<file path="src/rtl/biriscv_ifetch_bypass_pkg.sv">
// Shared types for the uncached instruction-fetch bypass: privilege encodings
// and the fetch FSM state type.
package biriscv_ifetch_bypass_pkg;

    localparam logic [1:0] PRIV_USER       = 2'd0;
    localparam logic [1:0] PRIV_SUPER      = 2'd1;
    localparam logic [1:0] PRIV_MACHINE    = 2'd3;

    typedef enum logic [2:0] {
        ST_IDLE  = 3'd0,
        ST_REQ0  = 3'd1,
        ST_RESP0 = 3'd2,
        ST_REQ1  = 3'd3,
        ST_RESP1 = 3'd4,
        ST_DONE  = 3'd5
    } fetch_state_t;

    // Fetches are always 8-byte aligned; the low PC bits are dropped.
    function automatic logic [31:0] fetch_base(input logic [31:0] pc);
        return {pc[31:3], 3'b000};
    endfunction

endpackage

</file>
<file path="src/rtl/biriscv_ifetch_bypass.sv">
// Uncached icache stand-in: one 64-bit fetch becomes two 32-bit bus reads.
// Optional user-mode fetch limit enabled by defining IFETCH_PRIV_CHECK_EN.
module biriscv_ifetch_bypass
    import biriscv_ifetch_bypass_pkg::*;
#(
    parameter logic [31:0] USER_LIMIT_ADDR = 32'h8000_0000
) (
    input  logic        clk_i,
    input  logic        rst_i,
    input  logic        icache_rd_i,
    input  logic [31:0] icache_pc_i,
    input  logic [1:0]  icache_priv_i,
    input  logic        icache_flush_i,
    input  logic        icache_invalidate_i,
    output logic        icache_accept_o,
    output logic        icache_valid_o,
    output logic [63:0] icache_inst_o,
    output logic        icache_error_o,
    output logic        icache_page_fault_o,
    output logic        mem_rd_o,
    output logic [31:0] mem_addr_o,
    input  logic        mem_accept_i,
    input  logic        mem_ack_i,
    input  logic        mem_error_i,
    input  logic [31:0] mem_data_i
);

    fetch_state_t state_reg, state_next;

    logic [31:0] base_reg;
    logic [1:0]  priv_reg;
    logic [31:0] lo_reg, lo_next;
    logic [31:0] hi_reg, hi_next;
    logic        err_reg, err_next;
    logic        fault_reg, fault_next;
    logic        fault_active;

    logic [63:0] inst_reg;
    logic        valid_reg;
    logic        error_reg;
    logic        page_fault_reg;

    logic        capture;

    assign capture = (state_reg == ST_IDLE) && icache_rd_i;

`ifdef IFETCH_PRIV_CHECK_EN
    // The fault is decided at capture and resolved in REQ0, before any bus read.
    assign fault_next   = (icache_priv_i == PRIV_USER) &&
                          (fetch_base(icache_pc_i) >= USER_LIMIT_ADDR);
    assign fault_active = fault_reg;
`else
    assign fault_next   = 1'b0;
    assign fault_active = 1'b0;
`endif

    // Flush and invalidate have nothing to act on; priv only matters with the check.
    logic unused_inputs;
    assign unused_inputs = ^{icache_pc_i[2:0], icache_flush_i, icache_invalidate_i,
                             priv_reg, USER_LIMIT_ADDR, PRIV_SUPER, PRIV_MACHINE};

    always_comb begin
        state_next = state_reg;
        lo_next    = lo_reg;
        hi_next    = hi_reg;
        err_next   = err_reg;
        case (state_reg)
            ST_IDLE: begin
                if (icache_rd_i) begin
                    state_next = ST_REQ0;
                    lo_next    = 32'h0;
                    hi_next    = 32'h0;
                    err_next   = 1'b0;
                end
            end
            ST_REQ0: begin
                if (fault_active)
                    state_next = ST_DONE;
                else if (mem_accept_i)
                    state_next = ST_RESP0;
            end
            ST_RESP0: begin
                if (mem_ack_i) begin
                    lo_next  = mem_error_i ? 32'h0 : mem_data_i;
                    err_next = mem_error_i;
                    state_next = mem_error_i ? ST_DONE : ST_REQ1;
                end
            end
            ST_REQ1: begin
                if (mem_accept_i)
                    state_next = ST_RESP1;
            end
            ST_RESP1: begin
                if (mem_ack_i) begin
                    hi_next    = mem_error_i ? 32'h0 : mem_data_i;
                    err_next   = err_reg | mem_error_i;
                    state_next = ST_DONE;
                end
            end
            ST_DONE: begin
                state_next = ST_IDLE;
            end
            default: begin
                state_next = ST_IDLE;
            end
        endcase
    end

    always_ff @(posedge clk_i) begin
        if (rst_i) begin
            state_reg      <= ST_IDLE;
            base_reg       <= 32'h0;
            priv_reg       <= 2'b00;
            lo_reg         <= 32'h0;
            hi_reg         <= 32'h0;
            err_reg        <= 1'b0;
            fault_reg      <= 1'b0;
            inst_reg       <= 64'h0;
            valid_reg      <= 1'b0;
            error_reg      <= 1'b0;
            page_fault_reg <= 1'b0;
        end else begin
            state_reg <= state_next;
            lo_reg    <= lo_next;
            hi_reg    <= hi_next;
            err_reg   <= err_next;
            valid_reg <= (state_next == ST_DONE);
            if (capture) begin
                base_reg  <= fetch_base(icache_pc_i);
                priv_reg  <= icache_priv_i;
                fault_reg <= fault_next;
            end
            // Response registers change only on entry to DONE, so they hold between fetches.
            if (state_next == ST_DONE && state_reg != ST_DONE) begin
                inst_reg       <= fault_active ? 64'h0 : {hi_next, lo_next};
                error_reg      <= err_next;
                page_fault_reg <= fault_active;
            end
        end
    end

    always_comb begin
        mem_rd_o   = 1'b0;
        mem_addr_o = 32'h0;
        case (state_reg)
            ST_REQ0: begin
                mem_rd_o   = !fault_active;
                mem_addr_o = fault_active ? 32'h0 : base_reg;
            end
            ST_REQ1: begin
                mem_rd_o   = 1'b1;
                mem_addr_o = base_reg + 32'd4;
            end
            default: begin
                mem_rd_o   = 1'b0;
                mem_addr_o = 32'h0;
            end
        endcase
    end

    assign icache_accept_o     = (state_reg == ST_IDLE);
    assign icache_valid_o      = valid_reg;
    assign icache_inst_o       = inst_reg;
    assign icache_error_o      = error_reg;
    assign icache_page_fault_o = page_fault_reg;

endmodule
</file>
<file path="config.mk">
export PLATFORM = sky130hd
export DESIGN_NAME = biriscv_ifetch_bypass
export DESIGN_NICKNAME = d
export VERILOG_FILES = /design/src/rtl/biriscv_ifetch_bypass_pkg.sv /design/src/rtl/biriscv_ifetch_bypass.sv
export SDC_FILE = /design/constraint.sdc
export NUM_CORES = 1
export LEC_CHECK = 0
export BUFFER_PORTS_ARGS = -buffer_cell sky130_fd_sc_hd__buf_2
export CAP_MARGIN = 25
export CORE_MARGIN = 2
export CORE_UTILIZATION = 47
export DETAILED_ROUTE_END_ITERATION = 16
export GPL_TIMING_DRIVEN = 0
export PLACE_DENSITY = 0.75
export SETUP_SLACK_MARGIN = 0.3
export SYNTH_ARGS = -nofsm -noshare
export SYNTH_HDL_FRONTEND = slang
export SYNTH_SLANG_ARGS = --single-unit
</file>
<file path="constraint.sdc">
create_clock -name clk_i -period 2 [get_ports clk_i]
set_input_delay 0.4 -clock clk_i [delete_from_list [all_inputs] [get_ports clk_i]]
set_output_delay 0.4 -clock clk_i [all_outputs]
set_load 0.02 [all_outputs]
</file>
==> results.toml <==
[timing]
max_freq_mhz = 476
setup_viol = 51
rsz0062_at_grt = "yes"
hold_viol_final = 0
fin_ws_ps = -102
slew_viol_final = 0
skew_ps = 10.4
timing.hold.ws_ps = 204
setup_tns_ps = -2610
max_slew.worst_pin.slew_ps = 1210
min_period_over_period_pct = 105
period_needed_ps = 2100
slew_headroom_pct = 19.4

[clock_tree]
numCtsBuffers = 17
cts_num_sinks = 163
cts-htree-levels = 4
cts_buffer_depth = 2
clk_pin_slew_ps = 70
clk_latency_ps = 440
cts_tree = "built"
holdBufCountCts = 0
cts-root-buf = "clkbuf_16"

[floorplanning]
start_util_pct = 47.9
ios = 175
core_region_area_sq_um = 13800
die_w_microns = 122
die_height_microns = 122
die_area_sq_um = 15000
rows = 43

[grt]
gr-max-usage-layer = "met2"
antenna_found_initial = 0
grt_max_degree = 17
gr-usage-met3_pct = 5.62
grt_pass1_vias = 5988
grt_use_met2_pct = 47.2
groute.usage.overall_pct = 27.6
met1_usage_pct = 34.5
grt_pass1_wl_microns = 31500
grt-ovfl-total = 0

[power_and_ir_drop]
ir_drop_v = 0.000613
leakagePower_nw = 4.14
power_per_cell_area_nw_per_um2 = 817

[logic_synthesis]
syn_inst = 737
yosys_warnings = 0
ys_seq_area_share_pct = 49.5
ys_types = 32
synth.avg_cell_area_sq_um = 8.95
async_reset_ff_share_pct = 0
syn_area_sq_um = 6600
synth_enable_flop_cells = 0
synth_seq_cells = 163
synth_ff_type = "dfxtp_1"

[worst_setup_path]
setup.worst_path.end = "icache_inst_o[30]$_SDFFE_PP0P_"
setup.worst_path.end_class = "flip-flop"
worstSetupStartpointType = "flip-flop"
cp_data_required_time_ps = 2280
cp_data_arrival_time_ps = 2380
reg2reg_to = "icache_inst_o[30]$_SDFFE_PP0P_"
reg2reg_setup_slack_ps = -100
path_class = "flip-flop to flip-flop"
reg2reg_from = "state_reg[0]$_SDFF_PP0_"
cp-startpoint = "state_reg[0]$_SDFF_PP0_"
r2r_cells = 9
crit_fanout = 6

[finish]
final_cells = 1163
final_nets = 1044
area_growth_pct = 57.4
largest_reg_flops = 64
nFillCells = 864
final_cell_area_sq_um = 10400
antenna_cells = 0
layout-drive-gt1-share_pct = 49.0

[status]
outcome = "finished, violations left"
violations = "setup timing"

[placed_design]
placed_cells = 1081
gp_congestion = 0.850
port_buffers = 162
dpl.hpwl_microns = 13900
place_area_sq_um = 7780
pre_cts_ws_ps = -347

[detailed_routing]
ant_nets = 0
first_pass_iters = 5
wirelength_microns = 24700
routedWlPerCell_microns = 21.2
num_vias = 6802
vias_per_cell = 5.85
drtIter0Drc = 560
drc = 0

[worst_hold_path]
hold_path_class = "input pin to flip-flop"
worstHoldStart = "icache_pc_i[20]"

[flow_run]
maxCapViolations = 0
==> area by class of cell <==
cell class / count / area, sq um / area share [%]
plain buffers: 76 / 747 / 7.20
multi-input cells: 499 / 3830 / 36.9
clock buffers: 17 / 425 / 4.10
inverters: 1 / 3.75 / 0.0362
flip-flops and latches: 163 / 3270 / 31.5
well taps: 180 / 225 / 2.17
repair buffers: 212 / 1670 / 16.0
clock inverters: 15 / 206 / 1.99
==> synthesized netlist by cell type, types with 2 or more instances <==
cell type | count | share of area, %
a211oi_1 | 22 | 2.5
nand4b_1 | 2 | 0.27
nor2b_1 | 16 | 1.5
a22oi_1 | 26 | 3.0
nor3_1 | 3 | 0.23
buf_6 | 5 | 0.85
a211oi_2 | 43 | 8.2
and4bb_1 | 2 | 0.38
and2_1 | 33 | 3.1
o22ai_1 | 19 | 1.8
buf_4 | 6 | 0.68
nand2_1 | 61 | 3.5
a21oi_1 | 134 | 10
dfxtp_1 | 163 | 49
nand2b_1 | 19 | 1.8
a21boi_0 | 19 | 2.2
nor2_1 | 86 | 4.9
buf_2 | 12 | 0.91
clkbuf_1 | 53 | 3.0
==> stage by stage <==
step	power [mW]	util, %
after floorplan	4.10	-
after global placement	4.41	56.5
after detailed placement	4.42	56.5
after CTS	8.05	67.5
after global routing	8.71	75.4
final	8.49	75.4
==> layout by cell type (no fill, tap or decap), drive strengths merged, types with 5 or more instances in the layout <==
cell type and instances:
a211oi 65, a21boi 19, a21oi 134, a22oi 26
and2 33, buf 238, clkbuf 67, clkinvlp 5
dfxtp 163, nand2 61, nand2b 19, nor2 86
nor2b 16, o22ai 19
==> worst min-delay path by stage <==
stage | slack, ps | depth (start not counted) | end
2_1_floorplan | 430 | 2 | base_reg[10]$_SDFFE_PP0P_
3_3_place_gp | 440 | 2 | base_reg[31]$_SDFFE_PP0P_
3_5_place_dp | 440 | 2 | base_reg[9]$_SDFFE_PP0P_
4_1_cts | 200 | 3 | base_reg[6]$_SDFFE_PP0P_
5_1_grt | 200 | 3 | base_reg[25]$_SDFFE_PP0P_
6_report | 200 | 3 | base_reg[20]$_SDFFE_PP0P_
==> power breakdown <==
part           switching, mW  internal, mW
sequential            0.0635          3.35
clock                   1.43          2.10
combinational          0.897         0.655
==> worst max-delay path: stages (launching register included) <==
cell,delay [ps]
dfxtp_4,370
buf_8,140
or3b_1,370
o211ai_1,230
buf_4,210
and2_4,170
buf_12,150
buf_12,120
buf_16,120
a211oi_2,60
==> routing by layer <==
layer | wire [microns] | vias up
met5 | 0 | -
met4 | 1110 | 0
met3 | 2220 | 101
met2 | 12000 | 429
met1 | 9380 | 3225
li1 | - | 3047
==> timing repair <==
action | in CTS | in global routing
resized for setup | 162 | 208
setup endpoints to repair | 194 | 184
pin swaps | 19 | 56
gates cloned | 6 | 11
buffers inserted | 22 | 11
==> cell families after synthesis <==
logic type | after synthesis | synth area share (%)
DFF | 163 | 49.5
xor gates and xnor gates | 2 | 0.266
buffers and inverters | 77 | 5.52
AOI/OAI and AO/OA | 265 | 28.0
other | 1 | 0.0568
and+or+nand+nor | 228 | 16.5
muxes | 1 | 0.171
No activity file was read; power rests on OpenSTA's default activity.
